## src/rtl/sram_ctrl_if.sv

```systemverilog
// Request/response handshake plus asynchronous SRAM pin bundle for sram_ctrl.
// The slave modport is the controller's view; master is the datapath/SRAM side.
interface sram_ctrl_if;
  logic        req_valid;
  logic        req_we;
  logic [31:0] req_addr;
  logic [31:0] req_wdata;
  logic        req_ready;
  logic        rsp_valid;
  logic [31:0] rsp_rdata;
  logic        rsp_err;
  logic        sram_cs;
  logic        sram_oe;
  logic        sram_we;
  logic [31:0] sram_addr;
  logic [31:0] sram_din;
  logic [31:0] sram_dout;

  modport slave (
    input  req_valid, req_we, req_addr, req_wdata, sram_dout,
    output req_ready, rsp_valid, rsp_rdata, rsp_err,
           sram_cs, sram_oe, sram_we, sram_addr, sram_din
  );

  modport master (
    output req_valid, req_we, req_addr, req_wdata, sram_dout,
    input  req_ready, rsp_valid, rsp_rdata, rsp_err,
           sram_cs, sram_oe, sram_we, sram_addr, sram_din
  );
endinterface

```

## src/rtl/sram_ctrl.sv

```systemverilog
// Single-request asynchronous SRAM controller: IDLE -> SETUP -> STROBE(xW) -> DONE.
// Define SRAM_CTRL_ALIGN_CHECK_EN to reject word-misaligned requests with rsp_err.
module sram_ctrl #(
  parameter int unsigned WAIT_CYCLES = 1
) (
  input  logic        clk,
  input  logic        reset,
  sram_ctrl_if.slave  bus
);

  typedef enum logic [1:0] {
    IDLE   = 2'd0,
    SETUP  = 2'd1,
    STROBE = 2'd2,
    DONE   = 2'd3
  } state_t;

  localparam logic [3:0] WAIT_LOAD = 4'(WAIT_CYCLES - 1);

`ifdef SRAM_CTRL_ALIGN_CHECK_EN
  localparam bit ALIGN_CHECK = 1'b1;
`else
  localparam bit ALIGN_CHECK = 1'b0;
`endif

  generate
    if (WAIT_CYCLES < 1 || WAIT_CYCLES > 15) begin : g_bad_wait
      $error("sram_ctrl: WAIT_CYCLES must be in 1..15");
    end
  endgenerate

  state_t      state_q, state_d;
  logic [3:0]  wait_cnt_q, wait_cnt_d;
  logic        op_we_q, op_we_d;
  logic        req_ready_q, req_ready_d;
  logic        rsp_valid_q, rsp_valid_d;
  logic        rsp_err_q, rsp_err_d;
  logic [31:0] rsp_rdata_q, rsp_rdata_d;
  logic        sram_cs_q, sram_cs_d;
  logic        sram_oe_q, sram_oe_d;
  logic        sram_we_q, sram_we_d;
  logic [31:0] sram_addr_q, sram_addr_d;
  logic [31:0] sram_din_q, sram_din_d;

  logic accept;
  logic misaligned;

  assign accept     = (state_q == IDLE) && bus.req_valid && req_ready_q;
  assign misaligned = ALIGN_CHECK && (bus.req_addr[1:0] != 2'b00);

  // Every output is a flop, so each branch computes the pin values of the state being entered.
  always_comb begin
    state_d     = state_q;
    wait_cnt_d  = wait_cnt_q;
    op_we_d     = op_we_q;
    req_ready_d = 1'b0;
    rsp_valid_d = 1'b0;
    rsp_err_d   = 1'b0;
    rsp_rdata_d = rsp_rdata_q;
    sram_cs_d   = 1'b0;
    sram_oe_d   = 1'b0;
    sram_we_d   = 1'b0;
    sram_addr_d = sram_addr_q;
    sram_din_d  = sram_din_q;

    unique case (state_q)
      IDLE: begin
        req_ready_d = 1'b1;
        if (accept) begin
          req_ready_d = 1'b0;
          op_we_d     = bus.req_we;
          if (misaligned) begin
            state_d     = DONE;
            rsp_valid_d = 1'b1;
            rsp_err_d   = 1'b1;
          end else begin
            state_d     = SETUP;
            sram_cs_d   = 1'b1;
            sram_addr_d = bus.req_addr;
            sram_din_d  = bus.req_wdata;
          end
        end
      end

      SETUP: begin
        state_d    = STROBE;
        wait_cnt_d = WAIT_LOAD;
        sram_cs_d  = 1'b1;
        sram_oe_d  = ~op_we_q;
        sram_we_d  = op_we_q;
      end

      STROBE: begin
        sram_cs_d = 1'b1;
        if (wait_cnt_q == 4'd0) begin
          state_d     = DONE;
          rsp_valid_d = 1'b1;
          if (!op_we_q) begin
            rsp_rdata_d = bus.sram_dout;
          end
        end else begin
          wait_cnt_d = wait_cnt_q - 4'd1;
          sram_oe_d  = ~op_we_q;
          sram_we_d  = op_we_q;
        end
      end

      DONE: begin
        state_d     = IDLE;
        req_ready_d = 1'b1;
      end

      default: begin
        state_d = IDLE;
      end
    endcase
  end

  always_ff @(posedge clk) begin
    if (reset) begin
      state_q     <= IDLE;
      wait_cnt_q  <= 4'd0;
      op_we_q     <= 1'b0;
      req_ready_q <= 1'b0;
      rsp_valid_q <= 1'b0;
      rsp_err_q   <= 1'b0;
      rsp_rdata_q <= 32'h0;
      sram_cs_q   <= 1'b0;
      sram_oe_q   <= 1'b0;
      sram_we_q   <= 1'b0;
      sram_addr_q <= 32'h0;
      sram_din_q  <= 32'h0;
    end else begin
      state_q     <= state_d;
      wait_cnt_q  <= wait_cnt_d;
      op_we_q     <= op_we_d;
      req_ready_q <= req_ready_d;
      rsp_valid_q <= rsp_valid_d;
      rsp_err_q   <= rsp_err_d;
      rsp_rdata_q <= rsp_rdata_d;
      sram_cs_q   <= sram_cs_d;
      sram_oe_q   <= sram_oe_d;
      sram_we_q   <= sram_we_d;
      sram_addr_q <= sram_addr_d;
      sram_din_q  <= sram_din_d;
    end
  end

  assign bus.req_ready = req_ready_q;
  assign bus.rsp_valid = rsp_valid_q;
  assign bus.rsp_err   = rsp_err_q;
  assign bus.rsp_rdata = rsp_rdata_q;
  assign bus.sram_cs   = sram_cs_q;
  assign bus.sram_oe   = sram_oe_q;
  assign bus.sram_we   = sram_we_q;
  assign bus.sram_addr = sram_addr_q;
  assign bus.sram_din  = sram_din_q;

endmodule
```

## src/flat_wrapper.sv

```systemverilog
// flat-port wrapper written by rule: the top's interface ports become plain ports
module sram_ctrl_flat 
#(
  parameter int unsigned WAIT_CYCLES = 1
)
  (clk, reset, bus_req_valid, bus_req_we, bus_req_addr, bus_req_wdata, bus_sram_dout, bus_req_ready, bus_rsp_valid, bus_rsp_rdata, bus_rsp_err, bus_sram_cs, bus_sram_oe, bus_sram_we, bus_sram_addr, bus_sram_din);
  sram_ctrl_if bus_i ();
  input  logic clk;
  input  logic reset;
  input wire logic [$bits(bus_i.req_valid)-1:0] bus_req_valid;
  input wire logic [$bits(bus_i.req_we)-1:0] bus_req_we;
  input wire logic [$bits(bus_i.req_addr)-1:0] bus_req_addr;
  input wire logic [$bits(bus_i.req_wdata)-1:0] bus_req_wdata;
  input wire logic [$bits(bus_i.sram_dout)-1:0] bus_sram_dout;
  output wire logic [$bits(bus_i.req_ready)-1:0] bus_req_ready;
  output wire logic [$bits(bus_i.rsp_valid)-1:0] bus_rsp_valid;
  output wire logic [$bits(bus_i.rsp_rdata)-1:0] bus_rsp_rdata;
  output wire logic [$bits(bus_i.rsp_err)-1:0] bus_rsp_err;
  output wire logic [$bits(bus_i.sram_cs)-1:0] bus_sram_cs;
  output wire logic [$bits(bus_i.sram_oe)-1:0] bus_sram_oe;
  output wire logic [$bits(bus_i.sram_we)-1:0] bus_sram_we;
  output wire logic [$bits(bus_i.sram_addr)-1:0] bus_sram_addr;
  output wire logic [$bits(bus_i.sram_din)-1:0] bus_sram_din;
  assign bus_i.req_valid = bus_req_valid;
  assign bus_i.req_we = bus_req_we;
  assign bus_i.req_addr = bus_req_addr;
  assign bus_i.req_wdata = bus_req_wdata;
  assign bus_i.sram_dout = bus_sram_dout;
  assign bus_req_ready = bus_i.req_ready;
  assign bus_rsp_valid = bus_i.rsp_valid;
  assign bus_rsp_rdata = bus_i.rsp_rdata;
  assign bus_rsp_err = bus_i.rsp_err;
  assign bus_sram_cs = bus_i.sram_cs;
  assign bus_sram_oe = bus_i.sram_oe;
  assign bus_sram_we = bus_i.sram_we;
  assign bus_sram_addr = bus_i.sram_addr;
  assign bus_sram_din = bus_i.sram_din;
  sram_ctrl #(.WAIT_CYCLES(WAIT_CYCLES)) u_core (.clk(clk), .reset(reset), .bus(bus_i));
endmodule
```

## config.mk

```make
export PLATFORM = sky130hd
export DESIGN_NAME = sram_ctrl_flat
export DESIGN_NICKNAME = d
export VERILOG_FILES = /design/src/rtl/sram_ctrl_if.sv /design/src/rtl/sram_ctrl.sv /design/src/flat_wrapper.sv
export SDC_FILE = /design/constraint.sdc
export NUM_CORES = 1
export LEC_CHECK = 0
export BUFFER_PORTS_ARGS = -buffer_cell sky130_fd_sc_hd__buf_4
export CORE_MARGIN = 3
export CORE_UTILIZATION = 46
export DETAILED_ROUTE_END_ITERATION = 10
export PLACE_DENSITY = 0.86
export SETUP_SLACK_MARGIN = 0.5
export SYNTH_ARGS = -nofsm -noshare
export SYNTH_HDL_FRONTEND = slang
export SYNTH_SLANG_ARGS = --single-unit
```

## constraint.sdc

```tcl
create_clock -name clk -period 2.5 [get_ports clk]
set_clock_uncertainty 0.2 [all_clocks]
set_input_delay 0 -clock clk [delete_from_list [all_inputs] [get_ports clk]]
set_output_delay 0 -clock clk [all_outputs]
set_load 0.05 [all_outputs]
```

==> reports/metrics.yaml <==
sta:
  fin_crit_sh: 0.7825
  holdWs_ps: 201.9
  fin_tns_setup_ps: 0
  timing_worst_slew_pin_value_ps: 1211
  finalHoldViolations: 0
  min_period_ps: 1956
  relSlewSlack: 0.1928
  final-max-slew-violation-count: 0
  final-setup-viol-count: 0
  grt_setup_unrepaired: "true"
  fmaxAchievable_ghz: 0.5112
route:
  wl_mm: 14.87
  wire_per_inst_um: 16.82
  via_count: 4535
  firstDrtPassIters: 5
  drt_iter0_drc: 206
  viasPerCell: 5.130
  ant_nets: 0
  drc: 0
logic_synthesis:
  ys_seq_area_frac: 0.5144
  yosysWarningCount: 0
  synth_edf_count: 0
  ys_seq_elements: 108
  syn_area_mm2: 0.004203
  synth_nets: 587
  ys_types: 30
  async_flop_share: 0
  avgSynthCellArea_um2: 8.738
  netlist_instances: 481
  synthFlopType: "dfxtp_1"
place:
  place_hpwl_mm: 7.693
  portBuffers: 200
  place_congestion: 0.7640
worst_setup_path:
  path_class: "reg -> reg"
  crit_path_max_fanout: 8
  cp-end-kind: "register"
  cp-start-kind: "register"
  required_ps: 2600
  worstPathArrival_ps: 2060
global_route:
  grt_max_degree: 141
  grt_pass1_vias: 4442
  gr-total-overflow: 0
  gr-usage-all-layers: 0.2656
  antenna_found_initial: 0
  grt_pass1_wl_mm: 21.61
clocking:
  max-clock-path-buffers: 2
  htreeDepth: 3
  clock-sinks: 108
  cts_buffers: 9
  cts_tree: "built"
  clockRootBuffer: "clkbuf_8"
  worstSkewPairLatency_ps: 360
  clk_pin_slew_ps: 90
power_and_ir_drop:
  power_leakage_nw: 3.005
  ir_drop_v: 0.0004824
  power.density_mw_per_mm2: 807.1
  fin_total_pwr_mw: 5.754
run_status:
  status: "finished, final reports clean"
finish:
  diodes: 0
  drive_above_1_share: 0.3131
  area_growth_pct: 69.63
  nets: 878
  num-fill-cells: 487
  post-route-util: 0.8096
floorplan:
  initial_core_util: 0.4773
  die-area_mm2: 0.01032
  core_mm2: 0.008806
  num_rows: 34
  io_pins: 202
  dieWidth_um: 101.6
  die_y_um: 101.6
job:
  cap_viol_max_count: 0
hold_path:
  hp-class: "in -> reg"
==> what timing repair did <==
item / 4_1_cts / 5_1_grt
resized for setup: 6 / 13
cloned: 2 / 2
pin swaps: 1 / 3
endpoints found under the hold margin: 97 / 0
setup buffers: 4 / 4
setup endpoints to repair: 52 / 89
hold buffers: 98 / 0
==> state kept, by name, summed over array words and instances (netlist names) <==
name	cells
u_core.bus.req_ready	1
u_core.bus.rsp_rdata	32
u_core.bus.rsp_valid	1
u_core.bus.sram_addr	32
u_core.bus.sram_cs	1
u_core.bus.sram_din	32
u_core.bus.sram_oe	1
u_core.bus.sram_we	1
u_core.op_we_q	1
u_core.state_q	2
u_core.wait_cnt_q	4
==> worst paths after layout <==
kind | startpoint | slack [ps] | to | cells past startpoint
hold reg to reg | u_core.bus.sram_addr[24] | 260 | u_core.bus.sram_addr[24] | 2
hold / removal | reset | 200 | u_core.bus.sram_addr[27] | 2
setup / recovery | u_core.wait_cnt_q[0] | 540 | u_core.bus.rsp_rdata[21] | 7
setup reg to reg | u_core.wait_cnt_q[0] | 540 | u_core.bus.rsp_rdata[21] | 7
==> where the power goes <==
group | internal, mW | total [mW] | switching (mW)
sequential | 1.97 | 2.13 | 0.164
clock | 0.462 | 1.05 | 0.588
combinational | 0.961 | 2.57 | 1.61
==> cells by family (layout without fill, tap and decap cells) <==
family / count (synthesis) / after routing / synth area share
buffers and inverters: 40 / 333 / 0.04704
flip-flops: 108 / 108 / 0.5144
other: 1 / 1 / 0.0008923
AO/OA/AOI/OAI: 75 / 75 / 0.09258
adder cells (fa/ha/maj): 6 / 6 / 0.01786
multiplexers: 34 / 34 / 0.08098
AND/OR/NAND/NOR: 217 / 219 / 0.2462
==> worst max-delay path, cell delays in order, from the launching register on <==
cell	delay, ps
dfxtp_2	350
inv_4	70
ha_4	130
or3b_4	390
nor3_4	150
buf_6	120
bufbuf_16	270
mux2i_4	200
==> cell type report <==
cell class | count | area [µm²] | area share
clock buffer | 10 | 127.6 | 0.01790
clock inverter | 5 | 61.31 | 0.008600
inverter | 6 | 25.02 | 0.003510
multi-input combinational | 335 | 1943 | 0.2726
sequential | 108 | 2163 | 0.3034
tap | 108 | 135.1 | 0.01895
timing repair buffer | 312 | 2674 | 0.3750
==> per-layer routing <==
layer	track usage	vias to the layer above	part of all wire	wire (µm)
li1	-	2136	-	-
met3	0.08402	36	0.098	1450
met4	0.08282	0	0.026	382
met5	0	-	0	0
met2	0.4945	257	0.52	7739
met1	0.2841	2106	0.36	5294
==> through the flow <==
step	instance area, µm²	worst slack, ps	cells
6_report	7129	543.7	884
5_1_grt	7129	486.5	884
4_1_cts	7015	505.0	878
3_5_place_dp	5738	422.2	759
3_3_place_gp	5738	569.3	759
2_1_floorplan	4203	571.2	481
==> cell usage after synthesis, drive strengths merged (2+ instances only) <==
cell / number / area (µm²)
nor2: 2 / 7.510
a21oi: 69 / 345.3
nand2b: 67 / 419.2
ha: 6 / 75.07
mux2i: 34 / 340.3
or3: 2 / 12.51
a211oi: 2 / 15.01
o211ai: 2 / 15.01
clkbuf: 22 / 82.58
nand3: 3 / 15.01
nor3: 6 / 41.29
dfxtp: 108 / 2162
buf: 12 / 92.59
nand2: 130 / 488.0
inv: 6 / 22.52
nor3b: 2 / 15.01
==> layout by cell type, fill, tap and decap left out, types with 2 or more instances in the layout <==
| cell type | n |
|---|---|
| dfxtp_1 | 107 |
| nor3b_1 | 2 |
| nor3_1 | 5 |
| a211oi_1 | 2 |
| nand2b_1 | 67 |
| dlygate4sd3_1 | 98 |
| inv_1 | 3 |
| nor2_1 | 2 |
| buf_12 | 3 |
| mux2i_1 | 32 |
| buf_4 | 208 |
| inv_2 | 2 |
| clkbuf_8 | 9 |
| o211ai_1 | 2 |
| nand3_1 | 2 |
| ha_1 | 3 |
| clkinvlp_4 | 3 |
| a21oi_1 | 69 |
| or3_1 | 2 |
| mux2i_4 | 2 |
| nand2_1 | 130 |
| ha_4 | 3 |
Power figures use the tool's default switching activity.
